`config.mk`:
```
export PLATFORM = sky130hd
export DESIGN_NAME = call_ret_seq
export DESIGN_NICKNAME = d
export VERILOG_FILES = /design/src/rtl/nrisc_pkg.sv /design/src/rtl/stack_depth_cnt.sv /design/src/rtl/call_ret_seq.sv
export SDC_FILE = /design/constraint.sdc
export NUM_CORES = 1
export LEC_CHECK = 0
export CAP_MARGIN = 25
export CORE_ASPECT_RATIO = 1.25
export CORE_MARGIN = 1
export CORE_UTILIZATION = 48
export DETAILED_ROUTE_END_ITERATION = 10
export PLACE_DENSITY = 0.82
export SLEW_MARGIN = 20
export SYNTH_ARGS = -nofsm -noshare
export SYNTH_HDL_FRONTEND = slang
export SYNTH_SLANG_ARGS = --single-unit
```
`constraint.sdc`:
```
create_clock -name clk -period 3.9 [get_ports clk]
set_input_delay 0.78 -clock clk [delete_from_list [all_inputs] [get_ports clk]]
set_output_delay 0.78 -clock clk [all_outputs]
set_load 0.05 [all_outputs]
```
`src/rtl/nrisc_pkg.sv`:
```
// Shared types and encodings for the call/return sequencer and its depth counter.
package nrisc_pkg;

  localparam int unsigned TAM_DEF    = 16;
  localparam int unsigned NSTACK_DEF = 8;

  typedef enum logic [2:0] {
    ST_IDLE,
    ST_PUSH,
    ST_POP,
    ST_SETTLE,
    ST_FAULT
  } state_t;

  // Request picked in IDLE after priority resolution
  typedef enum logic [2:0] {
    REQ_NONE,
    REQ_IRQ,
    REQ_CALL,
    REQ_RETI,
    REQ_RET
  } req_t;

  localparam logic [1:0] FLT_NONE = 2'b00;
  localparam logic [1:0] FLT_OVF  = 2'b01;
  localparam logic [1:0] FLT_UDF  = 2'b10;

  localparam logic [1:0] STK_IDLE = 2'b00;
  localparam logic [1:0] STK_PUSH = 2'b01;
  localparam logic [1:0] STK_POP  = 2'b10;

endpackage

```
`src/rtl/stack_depth_cnt.sv`:
```
// Up/down counter tracking live return-stack entries; saturates at 0 and NStack.
module stack_depth_cnt
  import nrisc_pkg::*;
#(
  parameter int unsigned NStack = NSTACK_DEF
) (
  input  logic                          clk,
  input  logic                          rst,
  input  logic                          i_inc,
  input  logic                          i_dec,
  output logic [$clog2(NStack+1)-1:0]   o_depth,
  output logic                          o_full,
  output logic                          o_empty
);

  localparam int unsigned DW = $clog2(NStack + 1);

  logic [DW-1:0] r_depth;

  always_ff @(posedge clk or negedge rst) begin
    if (!rst) begin
      r_depth <= '0;
    end else if (i_inc && !i_dec && !o_full) begin
      r_depth <= r_depth + DW'(1);
    end else if (i_dec && !i_inc && !o_empty) begin
      r_depth <= r_depth - DW'(1);
    end
  end

  assign o_depth = r_depth;
  assign o_full  = (r_depth == DW'(NStack));
  assign o_empty = (r_depth == '0);

endmodule

```
`src/rtl/call_ret_seq.sv`:
```
// Sequences CALL/RET/RETI/IRQ into push/pop edges for the PC/flags return stack
// and drives the PC/flags reload; halts in FAULT on stack overflow/underflow.
module call_ret_seq
  import nrisc_pkg::*;
#(
  parameter int unsigned     TAM       = TAM_DEF,
  parameter int unsigned     NStack    = NSTACK_DEF,
  parameter logic [TAM-1:0]  IRQ_VEC   = TAM'(16'h0004),
  parameter logic [TAM-1:0]  FAULT_VEC = TAM'(16'h0002)
) (
  input  logic                          clk,
  input  logic                          rst,
  input  logic                          call_req,
  input  logic                          ret_req,
  input  logic                          reti_req,
  input  logic                          irq_req,
  input  logic [TAM-1:0]                call_target,
  input  logic [TAM-1:0]                pc_ret,
  input  logic [2:0]                    flags_cur,
  input  logic [TAM-1:0]                stk_pc,
  input  logic [2:0]                    stk_flags,
  output logic [1:0]                    stk_ctrl,
  output logic [TAM-1:0]                stk_pc_in,
  output logic [2:0]                    stk_flags_in,
  output logic                          pc_load,
  output logic [TAM-1:0]                pc_next,
  output logic                          flags_load,
  output logic [2:0]                    flags_next,
  output logic                          busy,
  output logic                          irq_ack,
  output logic                          ie,
  output logic [$clog2(NStack+1)-1:0]   depth,
  output logic [1:0]                    fault
);

  state_t         r_state, w_state_nxt;
  req_t           w_req;
  logic           w_full, w_empty;

  logic [1:0]     r_stk_ctrl,     w_stk_ctrl_d;
  logic [TAM-1:0] r_stk_pc_in,    w_stk_pc_in_d;
  logic [2:0]     r_stk_flags_in, w_stk_flags_in_d;
  logic           r_pc_load,      w_pc_load_d;
  logic [TAM-1:0] r_pc_next,      w_pc_next_d;
  logic           r_flags_load,   w_flags_load_d;
  logic [2:0]     r_flags_next,   w_flags_next_d;
  logic           r_busy,         w_busy_d;
  logic           r_irq_ack,      w_irq_ack_d;
  logic           r_ie,           w_ie_d;
  logic [1:0]     r_fault,        w_fault_d;
  logic [TAM-1:0] r_target,       w_target_d;
  logic [2:0]     r_tflags,       w_tflags_d;
  logic           r_reti,         w_reti_d;

  stack_depth_cnt #(.NStack(NStack)) u_depth (
    .clk     (clk),
    .rst     (rst),
    .i_inc   (r_state == ST_PUSH),
    .i_dec   (r_state == ST_POP),
    .o_depth (depth),
    .o_full  (w_full),
    .o_empty (w_empty)
  );

  always_ff @(posedge clk or negedge rst) begin
    if (!rst) r_state <= ST_IDLE;
    else      r_state <= w_state_nxt;
  end

  // Next state; requests are only looked at in IDLE, highest priority wins
  always_comb begin
    w_state_nxt = r_state;
    w_req       = REQ_NONE;
    case (r_state)
      ST_IDLE: begin
        if (irq_req && r_ie) w_req = REQ_IRQ;
        else if (call_req)   w_req = REQ_CALL;
        else if (reti_req)   w_req = REQ_RETI;
        else if (ret_req)    w_req = REQ_RET;
        case (w_req)
          REQ_IRQ, REQ_CALL: w_state_nxt = w_full  ? ST_FAULT : ST_PUSH;
          REQ_RETI, REQ_RET: w_state_nxt = w_empty ? ST_FAULT : ST_POP;
          default:           w_state_nxt = ST_IDLE;
        endcase
      end
      ST_PUSH, ST_POP: w_state_nxt = ST_SETTLE;
      ST_SETTLE:       w_state_nxt = ST_IDLE;
      default:         w_state_nxt = ST_FAULT;
    endcase
  end

  // Output next-values, keyed on the state being entered so outputs can be registered
  always_comb begin
    w_stk_ctrl_d     = STK_IDLE;
    w_pc_load_d      = 1'b0;
    w_flags_load_d   = 1'b0;
    w_irq_ack_d      = 1'b0;
    w_stk_pc_in_d    = r_stk_pc_in;
    w_stk_flags_in_d = r_stk_flags_in;
    w_pc_next_d      = r_pc_next;
    w_flags_next_d   = r_flags_next;
    w_target_d       = r_target;
    w_tflags_d       = r_tflags;
    w_reti_d         = r_reti;
    w_ie_d           = r_ie;
    w_fault_d        = r_fault;
    w_busy_d         = (w_state_nxt != ST_IDLE);
    case (w_state_nxt)
      ST_PUSH: begin
        w_stk_ctrl_d     = STK_PUSH;
        w_stk_pc_in_d    = pc_ret;
        w_stk_flags_in_d = flags_cur;
        w_target_d       = (w_req == REQ_IRQ) ? IRQ_VEC : call_target;
        w_reti_d         = 1'b0;
        if (w_req == REQ_IRQ) begin
          w_irq_ack_d = 1'b1;
          w_ie_d      = 1'b0;
        end
      end
      ST_POP: begin
        w_stk_ctrl_d = STK_POP;
        w_target_d   = stk_pc;
        w_tflags_d   = stk_flags;
        w_reti_d     = (w_req == REQ_RETI);
      end
      ST_SETTLE: begin
        w_pc_load_d = 1'b1;
        w_pc_next_d = r_target;
        if (r_reti) begin
          w_flags_load_d = 1'b1;
          w_flags_next_d = r_tflags;
          w_ie_d         = 1'b1;
        end
      end
      ST_FAULT: begin
        if (r_state == ST_IDLE) begin
          w_pc_load_d = 1'b1;
          w_pc_next_d = FAULT_VEC;
          w_fault_d   = ((w_req == REQ_RET) || (w_req == REQ_RETI)) ? FLT_UDF : FLT_OVF;
        end
      end
      default: ;
    endcase
  end

  always_ff @(posedge clk or negedge rst) begin
    if (!rst) begin
      r_stk_ctrl     <= STK_IDLE;
      r_stk_pc_in    <= '0;
      r_stk_flags_in <= '0;
      r_pc_load      <= 1'b0;
      r_pc_next      <= '0;
      r_flags_load   <= 1'b0;
      r_flags_next   <= '0;
      r_busy         <= 1'b0;
      r_irq_ack      <= 1'b0;
      r_ie           <= 1'b1;
      r_fault        <= FLT_NONE;
      r_target       <= '0;
      r_tflags       <= '0;
      r_reti         <= 1'b0;
    end else begin
      r_stk_ctrl     <= w_stk_ctrl_d;
      r_stk_pc_in    <= w_stk_pc_in_d;
      r_stk_flags_in <= w_stk_flags_in_d;
      r_pc_load      <= w_pc_load_d;
      r_pc_next      <= w_pc_next_d;
      r_flags_load   <= w_flags_load_d;
      r_flags_next   <= w_flags_next_d;
      r_busy         <= w_busy_d;
      r_irq_ack      <= w_irq_ack_d;
      r_ie           <= w_ie_d;
      r_fault        <= w_fault_d;
      r_target       <= w_target_d;
      r_tflags       <= w_tflags_d;
      r_reti         <= w_reti_d;
    end
  end

  assign stk_ctrl     = r_stk_ctrl;
  assign stk_pc_in    = r_stk_pc_in;
  assign stk_flags_in = r_stk_flags_in;
  assign pc_load      = r_pc_load;
  assign pc_next      = r_pc_next;
  assign flags_load   = r_flags_load;
  assign flags_next   = r_flags_next;
  assign busy         = r_busy;
  assign irq_ack      = r_irq_ack;
  assign ie           = r_ie;
  assign fault        = r_fault;

endmodule

```
* After elaboration in Yosys (flattened, before gate mapping)
Cells that the tools add are included.
** Cells by class
- Add/sub/neg operators :: 2
- Multiply operators :: 0
- Div/mod/pow operators :: 0
- Order comparisons :: 0
- Equality and inequality tests :: 18
- Shift operators :: 0
- Mux-type cells :: 28
- Bitwise logic cells :: 0
- Reduce and logical (&&, ||, !) cells :: 24
** Operators by type and width (number)
- $pmux W16 S2 :: 2
- $mux W16 :: 2
- $mux W3 :: 8
- $eq A3 B2 Y1 const B :: 7
- $eq A3 B1 Y1 const B :: 4
- $eq A3 B3 Y1 const B :: 3
- $pmux W3 S3 :: 1
- $mux W4 :: 2
- $reduce_bool A2 Y1 :: 4
- $mux W1 :: 7
- $ne A2 B2 Y1 const B :: 3
- $pmux W1 S2 :: 3
- $pmux W3 S2 :: 1
- $reduce_and A2 Y1 :: 3
- $reduce_or A2 Y1 :: 3
- $logic_and A1 B1 Y1 :: 5
- $add A4 B1 Y4 const B :: 1
- $eq A4 B4 Y1 const B :: 1
- $logic_not A1 Y1 :: 4
- $logic_not A4 Y1 :: 1
- $pmux W2 S2 :: 1
- $sub A4 B1 Y4 const B :: 1
- $logic_not A3 Y1 :: 1
- $reduce_and A3 Y1 :: 1
- 3 further kinds :: 3
** Word-level totals
- Bits in registers :: 74
- Latch bits :: 0
- Memory bits (writable) :: 0
- Memory bits (read-only) :: 0
- Input port bits :: 60
- Output and inout bits :: 51
- Word-level logic and storage cells :: 88
- Memories kept :: 0

* Logic depth before layout (Yosys ltp)
Gate-level depths: netlist of the first run.
- Depth after elaboration :: 12
- Depth in mapped cells :: 8
- Depth with buffers taken out :: 8

* Modules after synthesis
Synthesis of the first run repeated with hierarchy kept, for this count alone.
** Unflattened totals
- Cells, all modules :: 308
- Area total of the unflattened synthesis :: 3143.0 um^2
** By module, submodules not included
- call_ret_seq :: times used 1, cells each 281, area an instance 2825.2 um^2, seq. area each 1752.9 um^2
- stack_depth_cnt :: times used 1, cells each 27, area an instance 317.8 um^2, seq. area each 100.1 um^2

* Least setup slack after synthesis of the first run
OpenSTA, ideal clock, no wires.
- Kind :: reg-to-reg
- From :: register u_depth.r_depth[1] (netlist: u_depth.o_depth[1])
- To :: register u_depth.r_depth[3] (netlist: u_depth.o_depth[3])
- Library setup time :: 0.131 ns
- Arrival :: 2.284 ns
- Required time :: 3.769 ns
- Slack :: 1.486 ns
- Stages on the path, launching flop included :: 8
- Buffers on the path :: 0
- Clock period less this slack :: 2.414 ns
- Path through :: dfrtp_1 or4b_4 nand2_1 ha_1 a21o_1 a21oi_1 mux2i_1 a22oi_1
** On the way
- Longest elaborated chain between the ends :: 4
- Elaborated cells between the ends (all ways) :: 11
- Those cells by class :: add/sub: 2; eq/ne: 1; mux: 2; reduce/logical: 6
** Ends and longest elaborated chain
- start, declared :: line stack_depth_cnt.sv:18 : logic [DW-1:0] r_depth;
- start signal, assigned :: line stack_depth_cnt.sv:24 : r_depth <= r_depth + DW'(1);
- start signal, assigned :: line stack_depth_cnt.sv:26 : r_depth <= r_depth - DW'(1);
- branches (longest 4 deep; another with $sub A4 B1 Y4)
Parallel ways; which one is timed is not known. The select of a mux whose other input is x is not followed.
A chain may end at the register's enable or synchronous reset.

* Worst setup path after layout of the first run
- From :: register r_ie (netlist: ie)
- To :: output ie
** RTL lines
- start, declared :: line call_ret_seq.sv:49 : logic r_ie, w_ie_d;
- start signal, assigned :: line call_ret_seq.sv:172 : r_ie <= w_ie_d;
- end, declared :: line call_ret_seq.sv:31 : output logic ie,
No word-level cell between the ends.

==> flow_summary.ini, run 1 <==
[status]
run_status = completed

[route]
drt_pre_antenna_iters = 4
avgRoutedWirePerCell_um = 16.24
antenna_left = 0
drt_iter0_drc = 93
vias_per_cell = 5.244
via_count = 2234
detail_route.wirelength_um = 6920
drc = 0

[place]
globalplace.congestion = 0.8263
numPortBuffers = 110
dpl_cell_area_um2 = 4290

[floorplanning]
design.core.area_um2 = 6286
ioPinCount = 111
design.die.area_um2 = 6968
initial_utilization_pct = 50.68
die_w_um = 74.87
fp-row-count = 32
dieHeight_um = 93.08

[yosys]
portion_of_netlist_area_occupied_by_mux_cells_pct = 12.73
synth_edf_count = 0
synthSimpleGateAreaFrac_pct = 6.677
synth_top_family_by_area = compound AO/OA/AOI/OAI gates
async_flop_share_pct = 100.0
synth.avg_cell_area_um2 = 14.16
post_synth_inst_count = 225
synthAdderAreaFrac_pct = 1.414
post_synth_xor_area_fraction_pct = 0.5499
ys_seq_area_share_pct = 58.17
ys_warn_count = 0
synth_flop_cell = dfrtp_1
synthesis.area_um2 = 3186
synthesis.nets = 288
postSynthRegisterBits = 74
synth_cell_type_count = 41
synth-compound-area-share_pct = 15.91

[worst_hold_path]
timing.hold.worst.class = register to register
holdCritStartpoint = r_target[6]

[setup_path]
critPathLaunchType = register
path_delay_family = buffers and inverters
cp-startpoint = ie
critical_path.n_buffers_inverters = 1
crit_arrival_ns = 1.73
end_kind = primary output
critPathMaxFanout = 6
worstPathCellList = clkdlybuf4s50_1
cpMaxStageDelayCell = clkdlybuf4s50_1
worst-setup-path-type = register to primary output
timing.rr.start = u_depth.o_depth[1]
worstPathRequired_ns = 3.12
worst_path_largest_cell_delay_ns = 0.82

[clock_network]
clockBufferDepth = 2
clk-insertion-delay-late_ns = 0.34
ctsRootBufferMaster = clkbuf_8
cts_resized = 0
cts_post_setup_buffers_inserted = 0
cts_buffers = 9
cts_tree = yes
sinks_on_clock_net = 74
cts.clk_slew.worst_paths_ns = 0.08
cts_hold_buf = 0
cts_htree_levels = 3

[global_route]
global_route_congestion_overflow_total = 0
grt_pass1_wl_um = 10780
grt_start_max_net_pins = 75
via_count_of_the_first_global_routing_pass = 2205
number_of_antenna_violations_at_the_first_check_in_global_routing = 0
track_usage_pct = 21.46

[sta]
clock.fmax_ghz = 0.3988
final.setup.tns_ns = 0
timing.final.hold_violations = 0
timing.final.max_slew_violations = 0
timing_worst_slew_pin_value_ns = 0.8972
grt_setup_unrepaired = false
slew-limit-headroom_pct = 40.19
setup-violations-final = 0
min_period_over_period_pct = 64.30
fin_worst_skew_ns = 0.01114
fin_crit_ns = 2.508

[cells_and_area]
antenna_cells = 0
nets = 399
post_route_cells_drive_above_1_share_pct = 16.72
areaGrowthSynthToFinish_pct = 41.83
stdcell_area_um2 = 4518

[power_and_ir_drop]
power.leakage_nw = 2.070
pwr_density_cell_nw_per_um2 = 947.0
ir_drop_v = 0.0004280

[flow_run]
maxCapViolCount = 0
## placed cells by master, fill, tap and decap left out, types with 2 or more instances in the layout
cell             instances
bufinv_16                2
a21oi_2                  2
nand2b_1                 3
o31ai_1                  2
nor2_1                   7
mux2_4                  19
clkinv_4                 2
dfrtp_1                 73
clkdlybuf4s50_1        109
a21oi_1                  6
nand2_1                  3
mux2_2                   8
a22o_1                  29
or2_2                    3
nor3_1                   3
a22oi_1                  3
ha_1                     2
xor2_1                   2
and3_1                   2
a21o_1                  16
clkbuf_8                10
o21ai_0                  3
mux2i_1                  3
buf_4                    4
inv_1                    4
and2_1                   3
## worst paths after layout
| check | cells after the start | slack [ns] | endpoint |
|---|---|---|---|
| max in group asynchronous | 1 | 2.75 | r_state[0] |
| worst min-delay path | 1 | 0.48 | r_target[6] |
| worst max register to register | 7 | 1.58 | u_depth.o_depth[3] |
| worst max-delay path | 1 | 1.39 | ie |
| worst min register to register | 1 | 0.48 | r_target[6] |
| min in group asynchronous | 1 | 0.55 | u_depth.o_depth[3] |
## logic make-up (layout without fill, tap and decap cells)
logic type / Yosys count / count (layout)
flip-flops: 74 / 74
AO/OA/AOI/OAI: 66 / 66
AND/OR/NAND/NOR: 33 / 33
multiplexers: 30 / 30
buffers and inverters: 17 / 133
adder cells (fa/ha/maj): 3 / 3
XOR/XNOR: 2 / 2
## layout make-up
cell class,count,area [um^2]
clock buffer,10,137.6
clock inverter,6,90.09
fill,445,1768
inverter,4,15.01
multi-input combinational,134,1195
sequential,74,1853
tap,85,106.4
timing repair buffer,113,1121
## registers in the layout, summed over array words and instances, names as in the netlist
name,cells
pc_next,16
r_state,3
busy,1
ie,1
stk_ctrl,2
pc_load,1
irq_ack,1
r_reti,1
stk_flags_in,3
flags_load,1
u_depth.o_depth,4
r_target,16
flags_next,3
r_tflags,3
fault,2
stk_pc_in,16
## synth_stat cells (3+ instances only)
master | instances | share of area (%)
or2_2 | 3 | 0.59
o21ai_0 | 3 | 0.47
a21oi_1 | 8 | 1.3
and2_1 | 3 | 0.59
a21o_1 | 16 | 3.8
clkbuf_1 | 3 | 0.35
a22o_1 | 29 | 8.0
nor3_1 | 3 | 0.47
a22oi_1 | 3 | 0.71
buf_6 | 7 | 2.5
nand2_1 | 3 | 0.35
nand2b_1 | 3 | 0.59
mux2_2 | 8 | 2.8
mux2i_1 | 3 | 0.94
mux2_4 | 19 | 9.0
nor2_1 | 7 | 0.82
dfrtp_1 | 73 | 57
inv_1 | 4 | 0.47
## layer usage
| metal | up-vias | GRT usage, % | wire length, um |
|---|---|---|---|
| met5 | - | 0 | 0 |
| met4 | 0 | 9.906 | 142 |
| met3 | 13 | 6.250 | 420 |
| met2 | 92 | 33.41 | 3484 |
| met1 | 1081 | 27.29 | 2872 |
| li1 | 1048 | - | - |
## power breakdown
| part | switching [mW] | internal (mW) |
|---|---|---|
| clock network | 0.281 | 0.379 |
| registers | 0.233 | 1.11 |
| logic | 1.33 | 0.941 |
| total | 1.85 | 2.43 |
## through the flow
stage	hold WS, ns	util, %	setup WS [ns]	total power [mW]	std cells
after CTS	0.4835	71.88	1.379	4.312	426
after global routing	0.5021	71.88	1.322	4.502	426
after detailed placement	0.4663	68.25	1.077	3.633	410
final	0.4829	71.88	1.392	4.279	426
after floorplan	0.4496	-	1.486	2.968	225
after global placement	0.4589	68.25	1.118	3.587	410
Note: power is estimated with default switching activity, not from simulation.
==> run 2: changes to the inputs <==
CORE_UTILIZATION = 45   (was 48)
PLACE_DENSITY = 0.78   (was 0.82)
clock period = 2.4 ns   (was 3.9 ns; I/O delays follow)
==> run 2 against run 1 <==
Critical path depth rose by 6. Via count rose by 2.7%. Wire length rose by 2.7%. Final cell count rose by 3.1%. Setup slack got worse by 1.3 ns. Sequential power rose by 60%. First-iteration DRC count rose by 30%. Clock skew fell by 0.0022 ns. Power rose by 68%.
==> flow_summary.ini, run 2 (synthesis results as in run 1) <==
[sta]
timing_worst_slew_pin_value_ns = 0.5358
grt_setup_unrepaired = false
slew-limit-headroom_pct = 64.17
finalHoldWorstSlack_ns = 0.03585
fin_worst_skew_ns = 0.008954
fin_crit_ns = 2.285
timing.final.max_slew_violations = 0
timing.final.hold_violations = 0
min_period_over_period_pct = 95.20
setup-violations-final = 0
clock.fmax_ghz = 0.4377
final.setup.tns_ns = 0
final.setup.worst_slack_ns = 0.1151

[floorplanning]
dieHeight_um = 96.07
design.die.area_um2 = 7422
ioPinCount = 111
initial_utilization_pct = 47.62
design.core.area_um2 = 6689
fp-row-count = 33
die_w_um = 77.26

[route]
drt_iter0_drc = 121
drc = 0
via_count = 2294
drt_pre_antenna_iters = 4
detail_route.wirelength_um = 7109
antenna_left = 0
vias_per_cell = 5.226
avgRoutedWirePerCell_um = 16.19

[setup_path]
worst-setup-path-type = register to register
regToRegSetupSlack_ns = 0.12
crit_end = u_depth.o_depth[3]
worst_r2r_endpoint = u_depth.o_depth[3]
crit_arrival_ns = 2.51
critPathLaunchType = register
cp-startpoint = u_depth.o_depth[1]
critPathMaxFanout = 7
timing.rr.start = u_depth.o_depth[1]
rr_worst_depth = 7
worstPathRequired_ns = 2.62
end_kind = register

[power_and_ir_drop]
report.power.total_mw = 7.201
ir_drop_v = 0.0006806
power.switching_mw = 3.084
power.leakage_nw = 2.151
pwr_density_cell_nw_per_um2 = 1541
switching_share_pct = 42.82
power.share.sequential_pct = 30.0
internal_power_mw = 4.118
p_clk_share_pct = 15.5
combinational_share_of_power_pct = 54.5

[clock_network]
clk-insertion-delay-late_ns = 0.35
cts_tree = yes
cts_post_setup_buffers_inserted = 0
cts_htree_levels = 3
clockBufferDepth = 2
cts_hold_buf = 0
cts.clk_slew.worst_paths_ns = 0.08
sinks_on_clock_net = 74
cts_buffers = 9
ctsRootBufferMaster = clkbuf_8
cts_resized = 0

[place]
dp.cells = 422
post-place-ws_ns = 0.07766
numPortBuffers = 110
post_detail_place_hpwl_um = 4849
globalplace.congestion = 0.8502
dpl_cell_area_um2 = 4408

[global_route]
grt_start_max_net_pins = 75
global_route_congestion_overflow_total = 0
grt_use_met1_pct = 25.58
grt_pass1_wl_um = 11410
number_of_antenna_violations_at_the_first_check_in_global_routing = 0
via_count_of_the_first_global_routing_pass = 2372
global_route.peak_usage_layer = met2
grt_util_met3_pct = 5.213
track_usage_pct = 20.33
met2_usage_pct = 33.63

[flow_run]
maxCapViolCount = 0

[cells_and_area]
areaGrowthSynthToFinish_pct = 46.66
post_route_cells_drive_above_1_share_pct = 20.17
ff_latch_area_um2 = 1856
final-instance-count-excl-fill = 439
mostFrequentLayoutCell = clkdlybuf4s50_1
mostFrequentLayoutCells = clkdlybuf4s50_1, dfrtp_1, a22o_1, mux2_4, a21o_1
nets = 410
antenna_cells = 0
multiInputGateArea_um2 = 1199
fillcell_total = 531
stdcell_area_um2 = 4672
post-route-util_pct = 69.85

[status]
run_status = completed

[worst_hold_path]
timing.hold.worst.class = input port to asynchronous set/reset pin
[run 2: how the worst min path moves through the flow]
stage,from,endpoint,cells past startpoint
floorplan,rst,busy,0
global placement,r_target[13],r_target[13],1
detailed placement,r_target[7],r_target[7],1
CTS,rst,flags_next[1],1
global route,rst,stk_pc_in[12],1
finish,rst,stk_pc_in[15],1
[run 2: routing by layer]
metal | vias up | wire length, um
li1 | 1067 | -
met5 | - | 0
met4 | 0 | 128
met3 | 13 | 423
met2 | 96 | 3556
met1 | 1118 | 3001
[run 2: cell type report]
cell class                      count  area share (%)
Clock inverter                      6           2.035
Sequential cell                    74           39.72
Clock buffer                       10           2.946
Timing Repair Buffer              124           27.00
Inverter                            4          0.3214
Tap cell                           87           2.330
Multi-Input combinational cell    134           25.66
[run 2: worst max-delay path, cell delays in order, from the launching register on]
cell and delay (ns):
dfrtp_2 0.46, or4b_4 0.59, nand2_1 0.16, ha_1 0.25, a21o_1 0.19, a21oi_2 0.18, mux2i_1 0.22, a22oi_1 0.12
[run 2: power by group through the flow]
stage | Clock [mW] | Combinational (mW) | Sequential [mW]
finish | 1.12 | 3.92 | 2.16
global placement | 0 | 3.86 | 2.14
global route | 1.18 | 4.13 | 2.24
CTS | 1.13 | 3.94 | 2.16
floorplan | 0 | 1.39 | 3.43
detailed placement | 0 | 3.92 | 2.18
==> run 3: changes to the inputs <==
ABC_AREA = 1   (was default)
CORE_MARGIN = default   (was 1)
CORE_UTILIZATION = 50   (was 45)
DONT_BUFFER_PORTS = 1   (was default)
PLACE_DENSITY = 0.63   (was 0.78)
==> run 3 against run 2 <==
Wire length decreased by 5.2%. Sequential power up 50%. Global-route usage up 2.1 points. Final cell count rose by 2.1%. Clock skew down 0.0010 ns. Final area down 27%. Register-to-register slack better by 0.43 ns. Area after synthesis shrank 2.1%. Non-clock buffer count down 115. Clock-buffer cell count unchanged.
==> flow_summary.ini, run 3 <==
[sta]
grt_setup_unrepaired = false
timing.final.hold_violations = 0
timing_worst_slew_pin_value_ns = 0.6121
fin_worst_skew_ns = 0.007948
setup-violations-final = 0
fin_crit_ns = 1.853
slew-limit-headroom_pct = 59.14
timing.final.max_slew_violations = 0
final.setup.tns_ns = 0
clock.fmax_ghz = 0.5397
min_period_over_period_pct = 77.20

[power_and_ir_drop]
power.leakage_nw = 1.760
report.power.total_mw = 5.408
pwr_density_cell_nw_per_um2 = 1595
ir_drop_v = 0.0009162

[cells_and_area]
post-route-util_pct = 57.51
antenna_cells = 0
post_route_cells_drive_above_1_share_pct = 10.38
mostFrequentLayoutCell = nand2_1
mostFrequentLayoutCells = nand2_1, dfrtp_1, nand3_1, inv_1, o21ai_0
stdcell_area_um2 = 3391
final-instance-count-excl-fill = 448
areaGrowthSynthToFinish_pct = 8.748
nets = 424

[yosys]
synth_cell_type_count = 22
synth.avg_cell_area_um2 = 8.783
yosys.cell_count.top_type = nand2_1
synthesis.nets = 418
synth.top_cells.by_count = nand2_1, dfrtp_1, nand3_1, inv_1
synth_edf_count = 0
ys_seq_area_share_pct = 59.43
async_flop_share_pct = 100.0
synthDominantCellAreaShare_pct = 58.59
synth_flop_cell = dfrtp_1
post_synth_inst_count = 355
synthesis.area_um2 = 3118
synth.top_cells.by_area = dfrtp_1, nand2_1, nand3_1
synth_top_area_cell = dfrtp_1
ys_warn_count = 0
postSynthRegisterBits = 74

[global_route]
grt_start_max_net_pins = 75
track_usage_pct = 22.39
via_count_of_the_first_global_routing_pass = 2324
global_route_congestion_overflow_total = 0
grt_pass1_wl_um = 11210
number_of_antenna_violations_at_the_first_check_in_global_routing = 0

[flow_run]
maxCapViolCount = 0

[setup_path]
regToRegSetupSlack_ns = 0.55
timing.critical_path.mode_cell = nand2_1
end_kind = register
worst_path_largest_cell_delay_ns = 0.40
worst-setup-path-type = register to register
critPathLaunchType = register
worst_r2r_endpoint = u_depth.o_depth[3]
worstPathRequired_ns = 2.63
critPathMaxFanout = 5
cpMaxStageDelayCell = dfrtp_1
timing.rr.start = r_state[2]
crit_arrival_ns = 2.08
rr_worst_depth = 12
worstPathCellList = inv_2 > nand2_2 > nor2_1 > nand2_1 > ha_1 > nand3_1 > nand3_1 > inv_1 > nand2_1 > nand3_1 > nand2_1 > nand2_1

[clock_network]
cts_post_setup_buffers_inserted = 0
cts.clk_slew.worst_paths_ns = 0.08
cts_tree = yes
cts_buffers = 9
sinks_on_clock_net = 74
ctsRootBufferMaster = clkbuf_8
cts_htree_levels = 3
clockBufferDepth = 2
clk-insertion-delay-late_ns = 0.34

[floorplanning]
initial_utilization_pct = 52.89
die_w_um = 72.63
design.die.area_um2 = 6558
fp-row-count = 31
ioPinCount = 111
dieHeight_um = 90.29
design.core.area_um2 = 5896

[route]
avgRoutedWirePerCell_um = 15.04
antenna_left = 0
drc = 0
vias_per_cell = 5.170
drt_pre_antenna_iters = 4
detail_route.wirelength_um = 6737
drt_iter0_drc = 206
via_count = 2316

[place]
numPortBuffers = 0
dpl_cell_area_um2 = 3202
dp.cells = 431
globalplace.congestion = 0.8420
post_detail_place_hpwl_um = 4426

[worst_hold_path]
timing.hold.worst.class = input port to asynchronous set/reset pin

[status]
run_status = completed
[run 3: cell types whose count changed in the layout (fill, tap and decap cells not counted), moves of 16 or more]
cell             change
mux2_4              -19
nand2_1            +125
a22o_1              -29
clkdlybuf4s50_1    -109
a21o_1              -16
nand3_1             +56
inv_1               +25
[run 3: power by group]
| part | switching (mW) | leakage (nW) | total [mW] | internal (mW) |
|---|---|---|---|---|
| Combinational | 0.881 | 0.737 | 1.37 | 0.488 |
| Clock | 0.444 | 0.0896 | 0.812 | 0.368 |
| Sequential | 1.46 | 0.934 | 3.23 | 1.76 |
| Total | 2.79 | 1.76 | 5.41 | 2.62 |
[run 3: how the worst max path moves through the flow]
stage                             from                 end  slack (ns)  cells after the start
floorplan           u_depth.o_depth[0]  u_depth.o_depth[3]        0.42                     11
global placement    u_depth.o_depth[1]  u_depth.o_depth[3]        0.62                     10
detailed placement          r_state[2]  u_depth.o_depth[3]        0.54                     12
CTS                         r_state[2]  u_depth.o_depth[3]        0.53                     12
global route        u_depth.o_depth[1]  u_depth.o_depth[3]        0.33                     10
finish                      r_state[2]  u_depth.o_depth[3]        0.55                     12
[run 3: area by class of cell]
type,instances,area (um^2)
Clock buffer,10,127.6
Clock inverter,6,33.78
Fill cell,564,2505
Inverter,35,131.4
Multi-Input combinational cell,232,1055
Sequential cell,74,1853
Tap cell,82,102.6
Timing Repair Buffer,9,87.58
[run 3: kinds of logic after synthesis]
logic type      Yosys count  synth area share [%]
compound gates           21                 3.451
xor+xnor                  2                0.5619
fa+ha+maj                 3                 1.445
buf+inv                  49                 6.742
flops                    74                 59.43
simple gates            206                 28.37
[run 3: through the flow]
step / setup WS, ns / hold slack, ns
3_3_place_gp: 0.6221 / 0.1859
6_report: 0.5471 / 0.009621
5_1_grt: 0.3324 / 0.01627
3_5_place_dp: 0.5442 / 0.1860
4_1_cts: 0.5343 / 0.03043
2_1_floorplan: 0.4226 / 0.1844
[run 3: timing repair]
item                      4_1_cts  5_1_grt
hold endpoints to repair       74        0
resized for setup               0        0
hold buffers                    1        0
[run 3: critical path: cells and delay by family (launching register included)]
family,cells,cell delay (ns)
DFF,1,0.40
and+or+nand+nor,9,0.83
buffers and inverters,2,0.14
adders and majority gates,1,0.37
[run 3: metal layers]
metal  up-vias  global-route usage [%]  wire length (um)
li1       1127                       -                 -
met1      1079                   29.30              2855
met2        90                   33.18              3106
met3        20                   7.701               568
met4         0                   10.46               207
met5         -                       0                 0
==> RTL edit 1: new RTL, config.mk and constraints of run 2 <==
`TAM_DEF`: 16 -> 32.
--- a/src/rtl/nrisc_pkg.sv
+++ b/src/rtl/nrisc_pkg.sv
@@ -3,3 +3,3 @@
 
-  localparam int unsigned TAM_DEF    = 16;
+  localparam int unsigned TAM_DEF    = 32;
   localparam int unsigned NSTACK_DEF = 8;
Interface: changed (5 resized); port bits go from 111 to 191. No check against the original RTL was run, so the function may have changed too.
==> RTL edit 1 against run 2 <==
Combinational power decreased by 55%. Routed wire length increased by 92%. Cell area increased by 63%. Core utilization increased by 1.9 points. Critical path depth decreased by 6. Setup slack improved by 0.024 ns. Sequential cell count increased by 48. Power decreased by 6.0%. Synthesized area increased by 54%. Sequential share of layout area increased by 0.39 points. Largest cell class unchanged.
==> RTL edit 1: results (changes against run 2) <==
| Metric | Value |
|---|---|
| Outcome | finished, final reports clean (unchanged) |
| GR Layer Usage met1 | 31.22% (was 25.58%) |
| Vias in the first global route | 4534 (was 2372) |
| Fraction of power spent switching nets | 33.23% (was 42.82%) |
| Worst path max stage delay | 0.81 ns (was 0.59 ns) |
| Filler Cell Count | 787 (was 531) |
| Most instantiated cells after synthesis | sky130_fd_sc_hd__nand2_1, sky130_fd_sc_hd__dfrtp_1, sky130_fd_sc_hd__a22oi_1, sky130_fd_sc_hd__a22o_1, sky130_fd_sc_hd__o21ai_0 (was sky130_fd_sc_hd__dfrtp_1, sky130_fd_sc_hd__a22o_1, sky130_fd_sc_hd__mux2_4, sky130_fd_sc_hd__a21o_1) |
| Non-clk bufs | 208 (was 124) |
| Sequential portion of the cell area | 40.11% (was 39.72%) |
| Met2 wire length | 7118 um (was 3556 um) |
| Max Fanout on Critical Path | 5 (was 7) |
| Weighted congestion reported at the end of routability-driven placement | 0.8247 (was 0.8502) |
| Number of vias in the routed layout | 4257 (was 2294) |
| Leakage power | 3.482 nW (was 2.151 nW) |
| Setup slack on the worst flop-to-flop path | 0.17 ns (was 0.12 ns) |
| Total Routed Length | 13620 um (was 7109 um) |
| Mapped Nets | 569 (was 288) |
| Instance count after placement with tap cells included | 768 (was 422) |
| Critical-path top delay cell | sky130_fd_sc_hd__clkdlybuf4s50_1 (was sky130_fd_sc_hd__or4b_4) |
| Tot GR Track Use | 26.06% (was 20.33%) |
| First-pass GRT wire length | 22270 um (was 11410 um) |
| Share of the clock period used by the worst path | 94.19% (was 95.20%) |
| Number of H-tree levels | 4 (was 3) |
| Multi-input gate area in the final layout | 1713 sq um (was 1199 sq um) |
| Number of clock-tree buffers in the layout | 19 (was 10) |
| Met3 usage in global routing | 6.897% (was 5.213%) |
| Maximum number of pins on one net before global-route repair | 123 (was 75) |
| DR vias/cell | 5.321 (was 5.226) |
| Post-route clock skew | 0.007141 ns (was 0.008954 ns) |
| Clk pwr share | 35.4% (was 15.5%) |
| Leading cell types by total area after synthesis | sky130_fd_sc_hd__dfrtp_1, sky130_fd_sc_hd__nand2_1, sky130_fd_sc_hd__a22o_1, sky130_fd_sc_hd__a22oi_1, sky130_fd_sc_hd__o21ai_0 (was sky130_fd_sc_hd__dfrtp_1, sky130_fd_sc_hd__mux2_4, sky130_fd_sc_hd__a22o_1, sky130_fd_sc_hd__a21o_1, sky130_fd_sc_hd__mux2_2) |
| Number of DRC markers in iteration 0 | 213 (was 121) |
| Multi-input gates | 302 (was 134) |
| Input/output buffers | 190 (was 110) |
| Met1 layer wirelength in the final routing | 5332 um (was 3001 um) |
| Cell at the root of the clock tree | sky130_fd_sc_hd__clkbuf_16 (was sky130_fd_sc_hd__clkbuf_8) |
| Skew-Pair Late Insertion Delay | 0.41 ns (was 0.35 ns) |
| Xor and xnor area share after synthesis | 0.5345% (was 0.5499%) |
| Area fraction in compound gates after synthesis | 16.21% (was 15.91%) |
| Worst-margin pin slew | 0.6506 ns (was 0.5358 ns) |
RTL edit 1: cell count changes after synthesis, moves of 6 or more:
cell and change:
sky130_fd_sc_hd__a21o_1 -14, sky130_fd_sc_hd__nand2_1 +140, sky130_fd_sc_hd__a22oi_1 +29, sky130_fd_sc_hd__mux2_4 -19, sky130_fd_sc_hd__clkbuf_1 +13, sky130_fd_sc_hd__o21ai_0 +25
sky130_fd_sc_hd__buf_6 -6, sky130_fd_sc_hd__dfrtp_1 +48, sky130_fd_sc_hd__buf_2 +12
RTL edit 1: per-stage QoR:
stage | area, sq um | util, % | hold slack, ns | power (W)
after floorplan | 4918 | - | 0.1844 | 0.003619
after global placement | 7059 | 66.50 | 0.4576 | 0.004348
after detailed placement | 7059 | 66.50 | 0.4612 | 0.004410
after CTS | 7621 | 71.79 | 0.1969 | 0.006821
after global routing | 7621 | 71.79 | 0.2068 | 0.007061
final | 7621 | 71.79 | 0.1442 | 0.006772
==> RTL edit 2: new RTL, config.mk and constraints of run 2 <==
Without the edit above. Make the reset (`rst`) synchronous in 3 clocked blocks.
--- a/src/rtl/stack_depth_cnt.sv
+++ b/src/rtl/stack_depth_cnt.sv
@@ -19,3 +19,3 @@
 
-  always_ff @(posedge clk or negedge rst) begin
+  always_ff @(posedge clk) begin
     if (!rst) begin
--- a/src/rtl/call_ret_seq.sv
+++ b/src/rtl/call_ret_seq.sv
@@ -64,3 +64,3 @@
 
-  always_ff @(posedge clk or negedge rst) begin
+  always_ff @(posedge clk) begin
     if (!rst) r_state <= ST_IDLE;
@@ -145,3 +145,3 @@
 
-  always_ff @(posedge clk or negedge rst) begin
+  always_ff @(posedge clk) begin
     if (!rst) begin
Function: differs if rst is asserted again (counterexample within 4 cycles, from zero or initial values and one cycle with rst low); with rst held inactive, the same outputs for 10 cycles.
==> RTL edit 2 against run 2 <==
Synthesized area shrank 7.0%. Cell area shrank 4.2%. Die area shrank 6.9%. Setup slack gained 0.0058 ns. Synthesized cell count grew 34%. Largest cell class unchanged. Count of clock-buffer cells in the layout is the same. Sequential share of layout area shrank 6.3 points. Power shrank 21%. Cell count grew 17%. Non-clock buffer count grew 5. Routed wire length grew 10%. Sequential cell count is the same.
==> RTL edit 2: results (changes against run 2) <==
| Metric | Value |
|---|---|
| Tot GR Track Use | 23.68% (was 20.33%) |
| Clk slew on worst S/H paths | 0.08 ns (about the same) |
| Detailed placer's ending HPWL | 5770 um (was 4849 um) |
| Maximum number of pins on one net before global-route repair | 27 (was 75) |
| Weighted congestion reported at the end of routability-driven placement | 0.8579 (was 0.8502) |
| Max Fanout on Critical Path | 8 (was 7) |
| Peak supply drop | 0.6458 mV (was 0.6806 mV) |
| Async SR Flop Fraction | 0% (was 100.0%) |
| Share of final-layout standard cells stronger than drive strength 1 | 17.33% (was 20.17%) |
| Most instantiated flip-flop cell in the synthesis netlist | sky130_fd_sc_hd__dfxtp_1 (was sky130_fd_sc_hd__dfrtp_1) |
| Post-route clock skew | 0.007161 ns (was 0.008954 ns) |
| Hold/Removal Path Class | register to register (was input pin to asynchronous set/reset pin) |
| Outcome | finished, final reports clean (unchanged) |
| Number of iterations in the first detailed-routing pass | 5 (was 4) |
| Worst-margin pin slew | 0.9794 ns (was 0.5358 ns) |
| Number of distinct library cells after synthesis | 56 (was 41) |
| Clk buf depth | 2 (unchanged) |
| Leading cell types by total area after synthesis | sky130_fd_sc_hd__dfxtp_1, sky130_fd_sc_hd__nand2_1, sky130_fd_sc_hd__a21oi_1, sky130_fd_sc_hd__a22o_1, sky130_fd_sc_hd__a221o_1 (was sky130_fd_sc_hd__dfrtp_1, sky130_fd_sc_hd__mux2_4, sky130_fd_sc_hd__a22o_1, sky130_fd_sc_hd__a21o_1, sky130_fd_sc_hd__mux2_2) |
| Vias in the first global route | 2585 (was 2372) |
| Critical-path top delay cell | sky130_fd_sc_hd__or4b_1 (was sky130_fd_sc_hd__or4b_4) |
| First-pass GRT wire length | 12400 um (was 11410 um) |
| N_diodes | 0 (unchanged) |
| Mapped Nets | 364 (was 288) |
| Seq/Total Area, Yosys | 50.02% (was 58.17%) |
| Most instantiated cells after synthesis | sky130_fd_sc_hd__dfxtp_1, sky130_fd_sc_hd__nand2_1, sky130_fd_sc_hd__a21oi_1, sky130_fd_sc_hd__a22o_1, sky130_fd_sc_hd__a221o_1 (was sky130_fd_sc_hd__dfrtp_1, sky130_fd_sc_hd__a22o_1, sky130_fd_sc_hd__mux2_4, sky130_fd_sc_hd__a21o_1) |
| Leakage power | 1.726 nW (was 2.151 nW) |
| Family with the most delay on the worst path | compound AO/OA/AOI/OAI gates (was simple AND/OR/NAND/NOR gates) |
| DR vias/cell | 5.320 (was 5.226) |
| Setup slack after placement | 0.04928 ns (was 0.07766 ns) |
| Number of nets in the layout | 485 (was 410) |
| Instance area at placement | 4227 sq um (was 4408 sq um) |
| Worst path max stage delay | 0.55 ns (was 0.59 ns) |
| Average routed wire per standard cell | 15.34 um (was 16.19 um) |
| Number of DRC markers in iteration 0 | 135 (was 121) |
| Arrival time at the worst endpoint | 2.55 ns (was 2.51 ns) |
-- RTL edit 2: cells by family after synthesis --
family / after synthesis / synth area share [%]
simple gates: 112 / 21.08
flops: 74 / 50.02
xor+xnor: 3 / 0.8874
buf+inv: 22 / 4.182
fa+ha+maj: 3 / 1.521
mux: 2 / 0.6760
compound gates: 85 / 21.63
-- RTL edit 2: tightest hold or removal path, delay by kind of cell (launching register included) --
| family | cells | cell delay, ns |
|---|---|---|
| and+or+nand+nor | 1 | 0.05 |
| DFF | 1 | 0.31 |
| AOI/OAI and AO/OA | 1 | 0.05 |
-- RTL edit 2: final timing paths --
path	start	slack (ns)	to
worst min-delay path	stk_pc_in[11]$_SDFFE_PN0N_	0.46	stk_pc_in[11]$_SDFFE_PN0N_
worst max register to register	u_depth.o_depth[1]$_SDFFE_PN0P_	0.12	u_depth.o_depth[3]$_SDFFE_PN0P_
worst min register to register	stk_pc_in[11]$_SDFFE_PN0N_	0.46	stk_pc_in[11]$_SDFFE_PN0N_
worst max-delay path	u_depth.o_depth[1]$_SDFFE_PN0P_	0.12	u_depth.o_depth[3]$_SDFFE_PN0P_
-- RTL edit 2: metrics by stage --
stage	cells	total power, W	hold slack, ns
2_1_floorplan	301	0.003795	0.4366
3_3_place_gp	495	0.004543	0.4415
3_5_place_dp	496	0.004600	0.4468
4_1_cts	512	0.005725	0.4579
5_1_grt	512	0.006025	0.4767
6_report	512	0.005713	0.4554
-- RTL edit 2: cell type report --
class	count	area (sq um)
well taps	85	106.4
multi-input cells	205	1374
repair buffers	129	1254
clock buffers	10	148.9
clock inverters	6	86.33
inverters	3	11.26
flip-flops and latches	74	1494
fillers	481	1772
-- RTL edit 2: metal layers --
layer / up-vias / share of wire (%) / GRT usage (%)
met4: 0 / 2.5 / 10.22
li1: 1321 / - / -
met5: - / 0 / 0
met3: 15 / 5.8 / 5.005
met2: 96 / 50 / 39.71
met1: 1292 / 42 / 28.57
-- RTL edit 2: report_power, final --
group | internal [W] | total [W] | switching [W]
sequential | 0.00153 | 0.00173 | 0.000195
clock | 0.000648 | 0.00111 | 0.000463
combinational | 0.00111 | 0.00287 | 0.00176
total | 0.00329 | 0.00571 | 0.00242
